## config.mk

```make
export PLATFORM = sky130hd
export DESIGN_NAME = pci_cfg_front_flat
export DESIGN_NICKNAME = d
export VERILOG_FILES = /design/src/rtl/pci_cfg_front_if.sv /design/src/rtl/pci_cfg_front.sv /design/src/flat_wrapper.sv
export SDC_FILE = /design/constraint.sdc
export NUM_CORES = 1
export LEC_CHECK = 0
export CAP_MARGIN = 25
export CORE_ASPECT_RATIO = 0.5
export CORE_MARGIN = 8
export CORE_UTILIZATION = 42
export CTS_BUF_LIST = sky130_fd_sc_hd__clkbuf_8
export DETAILED_ROUTE_END_ITERATION = 16
export GPL_TIMING_DRIVEN = 0
export PLACE_DENSITY_LB_ADDON = 0.08
export SYNTH_ARGS = -nofsm -noshare
export SYNTH_HDL_FRONTEND = slang
export SYNTH_SLANG_ARGS = --single-unit
```

## constraint.sdc

```tcl
create_clock -name CLK -period 1.7 [get_ports CLK]
set_clock_uncertainty 0.1 [all_clocks]
set_input_delay 0.255 -clock CLK [delete_from_list [all_inputs] [get_ports CLK]]
set_output_delay 0.255 -clock CLK [all_outputs]
set_load 0.005 [all_outputs]
```

## src/rtl/pci_cfg_front_if.sv

```systemverilog
// Signal bundle between the PCI bus, the config target front end and the user logic.
// The "slave" modport is the target's view; "master" is the bus initiator plus user side.
interface pci_cfg_front_if;
    // PCI bus side
    logic        FRAME_N;
    logic        IRDY_N;
    logic        IDSEL;
    logic [3:0]  CBE_N;
    logic [31:0] AD_in;
    logic        DEVSEL_N;
    logic        TRDY_N;
    logic        STOP_N;
    logic [31:0] AD_out;
    logic        AD_oe;

    // user side
    logic        cfg_vld;
    logic        cfg_hit;
    logic        s_wrdn;
    logic        s_data;
    logic        s_data_vld;
    logic [31:0] addr;
    logic [31:0] adio_out;
    logic [31:0] adio_in;
    logic        c_ready;
    logic        c_term;

    modport slave (
        input  FRAME_N, IRDY_N, IDSEL, CBE_N, AD_in, adio_in, c_ready, c_term,
        output DEVSEL_N, TRDY_N, STOP_N, AD_out, AD_oe,
        output cfg_vld, cfg_hit, s_wrdn, s_data, s_data_vld, addr, adio_out
    );

    modport master (
        output FRAME_N, IRDY_N, IDSEL, CBE_N, AD_in, adio_in, c_ready, c_term,
        input  DEVSEL_N, TRDY_N, STOP_N, AD_out, AD_oe,
        input  cfg_vld, cfg_hit, s_wrdn, s_data, s_data_vld, addr, adio_out
    );
endinterface

```

## src/rtl/pci_cfg_front.sv

```systemverilog
// PCI configuration-space target front end.
// Decodes type-0 config read/write address phases, hands each data phase to
// the user logic (c_ready = complete, c_term = disconnect), runs a 16-cycle
// watchdog that target-aborts an unresponsive user, and inserts one
// turnaround cycle before going idle. Every output comes straight from a flop.
module pci_cfg_front (
    input  logic           CLK,
    input  logic           reset_n,
    pci_cfg_front_if.slave bus
);

    typedef enum logic [2:0] {
        IDLE,
        DECODE,
        DATA,
        TURN,
        BUSY
    } state_t;

    // All registered outputs plus the watchdog, kept together so the next-state
    // logic can start from "hold everything" and only touch what changes.
    typedef struct packed {
        logic        devsel_n;
        logic        trdy_n;
        logic        stop_n;
        logic        ad_oe;
        logic        cfg_vld;
        logic        cfg_hit;
        logic        s_wrdn;
        logic        s_data;
        logic        s_data_vld;
        logic [31:0] ad_out;
        logic [31:0] addr;
        logic [31:0] adio_out;
        logic [4:0]  wdog;
    } regs_t;

    localparam regs_t REGS_RESET = '{
        devsel_n: 1'b1,
        trdy_n:   1'b1,
        stop_n:   1'b1,
        default:  '0
    };

    state_t state;
    state_t state_nx;
    regs_t  r;
    regs_t  r_nx;

    logic addr_ok;
    logic xfer;
    logic go_turn;

    assign addr_ok = bus.IDSEL && (bus.AD_in[1:0] == 2'b00) &&
                     ((bus.CBE_N == 4'hA) || (bus.CBE_N == 4'hB));
    assign xfer    = !r.trdy_n && !bus.IRDY_N;

    // Next-state and next-output decision for every state.
    always_comb begin
        state_nx       = state;
        r_nx           = r;
        r_nx.cfg_vld   = 1'b0;
        r_nx.cfg_hit   = 1'b0;
        r_nx.s_data_vld = 1'b0;
        go_turn        = 1'b0;

        case (state)
            IDLE: begin
                if (!bus.FRAME_N) begin
                    if (addr_ok) begin
                        r_nx.addr    = bus.AD_in;
                        r_nx.s_wrdn  = bus.CBE_N[0];
                        r_nx.cfg_vld = 1'b1;
                        state_nx     = DECODE;
                    end else begin
                        state_nx = BUSY;
                    end
                end
            end

            BUSY: begin
                if (bus.FRAME_N && bus.IRDY_N) begin
                    state_nx = IDLE;
                end
            end

            DECODE: begin
                r_nx.cfg_hit  = 1'b1;
                r_nx.devsel_n = 1'b0;
                r_nx.s_data   = 1'b1;
                r_nx.ad_oe    = !r.s_wrdn;
                r_nx.wdog     = 5'd0;
                state_nx      = DATA;
            end

            DATA: begin
                if (xfer) begin
                    // A data word moved; the user's answer for the next phase
                    // is only looked at from the following edge onwards.
                    r_nx.s_data_vld = 1'b1;
                    if (r.s_wrdn) begin
                        r_nx.adio_out = bus.AD_in;
                    end
                    r_nx.addr[7:2] = r.addr[7:2] + 6'd1;
                    r_nx.wdog      = 5'd0;
                    if (!r.stop_n || bus.FRAME_N) begin
                        go_turn = 1'b1;
                    end else begin
                        r_nx.trdy_n = 1'b1;
                    end
                end else if (!r.stop_n && r.trdy_n) begin
                    // Retry, disconnect without data or target abort: wait
                    // for the initiator to end the frame.
                    if (bus.FRAME_N) begin
                        go_turn = 1'b1;
                    end
                end else if (r.trdy_n) begin
                    r_nx.wdog = r.wdog + 5'd1;
                    if (bus.c_ready) begin
                        r_nx.trdy_n = 1'b0;
                        if (!r.s_wrdn) begin
                            r_nx.ad_out = bus.adio_in;
                        end
                    end
                    if (bus.c_term) begin
                        r_nx.stop_n = 1'b0;
                    end
                    if (!bus.c_ready && !bus.c_term && (r.wdog == 5'd15)) begin
                        r_nx.stop_n   = 1'b0;
                        r_nx.devsel_n = 1'b1;
                    end
                end
            end

            TURN: begin
                state_nx = IDLE;
            end

            default: begin
                state_nx = IDLE;
            end
        endcase

        if (go_turn) begin
            r_nx.devsel_n = 1'b1;
            r_nx.trdy_n   = 1'b1;
            r_nx.stop_n   = 1'b1;
            r_nx.ad_oe    = 1'b0;
            r_nx.s_data   = 1'b0;
            state_nx      = TURN;
        end
    end

    // State and output registers; reset wins over any transition.
    always_ff @(posedge CLK) begin
        if (!reset_n) begin
            state <= IDLE;
            r     <= REGS_RESET;
        end else begin
            state <= state_nx;
            r     <= r_nx;
        end
    end

    assign bus.DEVSEL_N   = r.devsel_n;
    assign bus.TRDY_N     = r.trdy_n;
    assign bus.STOP_N     = r.stop_n;
    assign bus.AD_out     = r.ad_out;
    assign bus.AD_oe      = r.ad_oe;
    assign bus.cfg_vld    = r.cfg_vld;
    assign bus.cfg_hit    = r.cfg_hit;
    assign bus.s_wrdn     = r.s_wrdn;
    assign bus.s_data     = r.s_data;
    assign bus.s_data_vld = r.s_data_vld;
    assign bus.addr       = r.addr;
    assign bus.adio_out   = r.adio_out;

endmodule

```

## src/flat_wrapper.sv

```systemverilog
// flat-port wrapper written by rule: the top's interface ports become plain ports
module pci_cfg_front_flat 
  (CLK, reset_n, bus_FRAME_N, bus_IRDY_N, bus_IDSEL, bus_CBE_N, bus_AD_in, bus_adio_in, bus_c_ready, bus_c_term, bus_DEVSEL_N, bus_TRDY_N, bus_STOP_N, bus_AD_out, bus_AD_oe, bus_cfg_vld, bus_cfg_hit, bus_s_wrdn, bus_s_data, bus_s_data_vld, bus_addr, bus_adio_out);
  pci_cfg_front_if bus_i ();
  input  logic CLK;
  input  logic reset_n;
  input wire logic [$bits(bus_i.FRAME_N)-1:0] bus_FRAME_N;
  input wire logic [$bits(bus_i.IRDY_N)-1:0] bus_IRDY_N;
  input wire logic [$bits(bus_i.IDSEL)-1:0] bus_IDSEL;
  input wire logic [$bits(bus_i.CBE_N)-1:0] bus_CBE_N;
  input wire logic [$bits(bus_i.AD_in)-1:0] bus_AD_in;
  input wire logic [$bits(bus_i.adio_in)-1:0] bus_adio_in;
  input wire logic [$bits(bus_i.c_ready)-1:0] bus_c_ready;
  input wire logic [$bits(bus_i.c_term)-1:0] bus_c_term;
  output wire logic [$bits(bus_i.DEVSEL_N)-1:0] bus_DEVSEL_N;
  output wire logic [$bits(bus_i.TRDY_N)-1:0] bus_TRDY_N;
  output wire logic [$bits(bus_i.STOP_N)-1:0] bus_STOP_N;
  output wire logic [$bits(bus_i.AD_out)-1:0] bus_AD_out;
  output wire logic [$bits(bus_i.AD_oe)-1:0] bus_AD_oe;
  output wire logic [$bits(bus_i.cfg_vld)-1:0] bus_cfg_vld;
  output wire logic [$bits(bus_i.cfg_hit)-1:0] bus_cfg_hit;
  output wire logic [$bits(bus_i.s_wrdn)-1:0] bus_s_wrdn;
  output wire logic [$bits(bus_i.s_data)-1:0] bus_s_data;
  output wire logic [$bits(bus_i.s_data_vld)-1:0] bus_s_data_vld;
  output wire logic [$bits(bus_i.addr)-1:0] bus_addr;
  output wire logic [$bits(bus_i.adio_out)-1:0] bus_adio_out;
  assign bus_i.FRAME_N = bus_FRAME_N;
  assign bus_i.IRDY_N = bus_IRDY_N;
  assign bus_i.IDSEL = bus_IDSEL;
  assign bus_i.CBE_N = bus_CBE_N;
  assign bus_i.AD_in = bus_AD_in;
  assign bus_i.adio_in = bus_adio_in;
  assign bus_i.c_ready = bus_c_ready;
  assign bus_i.c_term = bus_c_term;
  assign bus_DEVSEL_N = bus_i.DEVSEL_N;
  assign bus_TRDY_N = bus_i.TRDY_N;
  assign bus_STOP_N = bus_i.STOP_N;
  assign bus_AD_out = bus_i.AD_out;
  assign bus_AD_oe = bus_i.AD_oe;
  assign bus_cfg_vld = bus_i.cfg_vld;
  assign bus_cfg_hit = bus_i.cfg_hit;
  assign bus_s_wrdn = bus_i.s_wrdn;
  assign bus_s_data = bus_i.s_data;
  assign bus_s_data_vld = bus_i.s_data_vld;
  assign bus_addr = bus_i.addr;
  assign bus_adio_out = bus_i.adio_out;
  pci_cfg_front u_core (.CLK(CLK), .reset_n(reset_n), .bus(bus_i));
endmodule
```

==> reports/qor.csv <==
stage,metric,value,unit
clock_network,clock_path_buffers,2,
power,leakagePower,3.915,nW
timing,setup_viol,94,
power,ir_worst_vdd,0.5330,mV
grt,grt_max_degree,17,
cells_and_area,drive_above_1_share,47.65,%
grt,grt_overflow,0,
timing,rsz0062_at_grt,true,
power,design_power_total,0.007212,W
timing,period_needed,1.829,ns
floorplan,start_util,43.01,%
worst_setup_path,critPathMaxFanout,5,
run_status,violations,negative setup slack,
clock_network,cts_tree,done,
floorplan,core-area,11770,µm²
cells_and_area,layout_common_cells,"113 x buf_4, 113 x nand2_1, 94 x dlygate4sd2_1",
synthesis,syn_area,5062,µm²
clock_network,clock_sinks,113,
synthesis,yosysWarningCount,0,
cells_and_area,final_nets,939,
synthesis,syn-instance-count,636,
detailed_routing,drc,0,
synthesis,synth_seq_cells,113,
worst_setup_path,cp-start-kind,flip-flop,
placed_design,place_congestion,0.7986,
detailed_routing,totalWireLength,17330,µm
synthesis,syn_area_per_cell,7.960,µm²
clock_network,cts_buffers,17,
worst_hold_path,hold_path.class,input pin to flip-flop,
timing,fmax,0.5466,GHz
synthesis,syn_nets,714,
synthesis,ys.flop_type,dfxtp_1,
timing,max_slew.worst_pin.slew,0.7993,ns
floorplan,die_h,93.63,µm
synthesis,ys_async_sr_fraction,0,%
timing,slew_viol_final,0,
placed_design,io_buffers,177,
worst_setup_path,cp.required,1.89,ns
power,p_per_area,808.6,nW/µm²
timing,hold_violations,0,
flow_run,drv_cap,0,
grt,antenna_found_initial,0,
floorplan,rows,28,
grt,grt_pass1_wl,23630,µm
worst_setup_path,end_kind,flip-flop,
clock_network,root_buffer,clkbuf_8,
timing,fin_ws,-0.1293,ns
placed_design,dp_hpwl,11200,µm
detailed_routing,via_count,5028,
worst_setup_path,worstSetupPathType,flip-flop to flip-flop,
timing,slew_headroom,46.71,%
detailed_routing,avgRoutedWirePerCell,16.69,µm
worst_setup_path,worst-r2r-setup-slack,-0.13,ns
synthesis,ys_seq_area_share,44.69,%
cells_and_area,utilization,75.78,%
clock_network,worst_skew_pair.late_latency,0.43,ns
run_status,outcome,"finished, violations left",
timing,timing.setup.tns,-4.456,ns
placed_design,dpl_worst_slack,-0.4829,ns
synthesis,synth_cell_types,48,
cells_and_area,area_growth,76.20,%
worst_setup_path,crit_arrival,2.02,ns
floorplan,io_pins,180,
cells_and_area,final.fill_count,871,
clock_network,cts_max_level,4,
timing,finalCritPeriodShare,107.6,%
grt,grtUsageTotal,18.73,%
synthesis,synth-edff-count,0,
clock_network,clk_pin_slew,0.07,ns
floorplan,die-area,16040,µm²
cells_and_area,antennaDiodeCount,0,
detailed_routing,drtIter0Drc,193,
grt,grt_pass1_vias,4539,
detailed_routing,firstDrtPassIters,4,
detailed_routing,vias_per_cell,4.844,
floorplan,die_x,171.3,µm
detailed_routing,drtAntennaViolNets,0,
==> state kept, by name, indices dropped and copies added (netlist names) <==
register and count:
u_core.bus.AD_oe 1, u_core.bus.AD_out 32, u_core.bus.DEVSEL_N 1, u_core.bus.STOP_N 1, u_core.bus.TRDY_N 1, u_core.bus.addr 32, u_core.bus.adio_out 32, u_core.bus.cfg_hit 1
u_core.bus.cfg_vld 1, u_core.bus.s_data 1, u_core.bus.s_data_vld 1, u_core.bus.s_wrdn 1, u_core.r 5, u_core.state 3
==> per-stage QoR <==
step                std cells  instance area [µm²]  hold WS (ns)
floorplan                 636                 5082        0.2910
global placement          978                 7061        0.3420
detailed placement        978                 7061        0.3469
CTS                      1021                 7834       0.05056
global route             1038                 8920       0.04971
finish                   1038                 8920       0.05072
==> critical path, cell delays in order (launching register included) <==
cell and delay, ns:
dfxtp_2 0.33, buf_8 0.13, or3_4 0.35, or3_4 0.43, buf_8 0.19, nand2_8 0.07
a311oi_2 0.09
==> routing by layer <==
layer  share of wire (%)  GRT usage (%)  up-vias
li1                    -              -     2464
met1                  44          22.85     2410
met2                  50          32.28      140
met3                 5.5          4.119       14
met4                0.89          6.686        0
met5                   0              0        -
==> final cells by class <==
type	count	area (µm²)	area share, %
multi-input combinational	385	2761	30.96
inverter	4	15.01	0.1683
clock inverter	11	161.4	1.810
clock buffer	20	275.3	3.086
buffer	132	1100	12.33
timing repair buffer	208	2048	22.96
sequential	113	2352	26.37
tap	165	206.4	2.314
==> cell usage after synthesis (2+ instances only) <==
| cell | n | area share [%] |
|---|---|---|
| nand2_1 | 189 | 14 |
| a311oi_1 | 5 | 0.87 |
| a31oi_1 | 2 | 0.25 |
| inv_1 | 4 | 0.30 |
| buf_2 | 14 | 1.4 |
| or3b_1 | 2 | 0.35 |
| and3_1 | 4 | 0.49 |
| nor2_1 | 9 | 0.67 |
| nand3b_1 | 2 | 0.30 |
| o31ai_1 | 2 | 0.30 |
| ha_1 | 3 | 0.74 |
| nor3b_4 | 2 | 0.74 |
| nor3_1 | 10 | 0.99 |
| or3_1 | 3 | 0.37 |
| o2111ai_1 | 2 | 0.35 |
| or4_1 | 2 | 0.30 |
| a21oi_1 | 97 | 9.6 |
| buf_4 | 99 | 15 |
| xnor2_1 | 3 | 0.52 |
| clkbuf_1 | 21 | 1.6 |
| a21o_1 | 2 | 0.30 |
| dfxtp_1 | 113 | 45 |
| nand3_1 | 15 | 1.5 |
| o21ai_0 | 7 | 0.69 |
==> cells by family (layout without fill, tap and decap cells) <==
group	count (synthesis)	count (layout)	synth area share, %
AND/OR/NAND/NOR	252	253	21.97
flip-flops	113	113	44.69
AO/OA/AOI/OAI	125	125	13.77
adder cells (fa/ha/maj)	3	3	0.7416
buffers and inverters	139	375	18.14
XOR/XNOR	4	4	0.6922
==> worst paths after layout <==
check / cells past startpoint / to / from
setup / recovery: 6 / u_core.bus.addr[6] / u_core.state[2]
hold / removal: 2 / u_core.state[2] / bus_FRAME_N
setup reg to reg: 6 / u_core.bus.addr[6] / u_core.state[2]
hold reg to reg: 2 / u_core.bus.addr[25] / u_core.bus.addr[25]
==> power by group <==
group	leakage [nW]	internal [W]	switching [W]
Combinational	2.76	0.000818	0.000702
Clock	0.218	0.00169	0.00115
Sequential	0.942	0.00277	0.0000782
Total	3.92	0.00528	0.00193
==> timing repair <==
action,CTS,global route
resized for setup,232,237
gates cloned,3,6
pin swaps,32,116
hold buffers,0,0
endpoints found under the setup margin,203,113
setup buffers,11,12
Note: power is estimated with default switching activity, not from simulation.
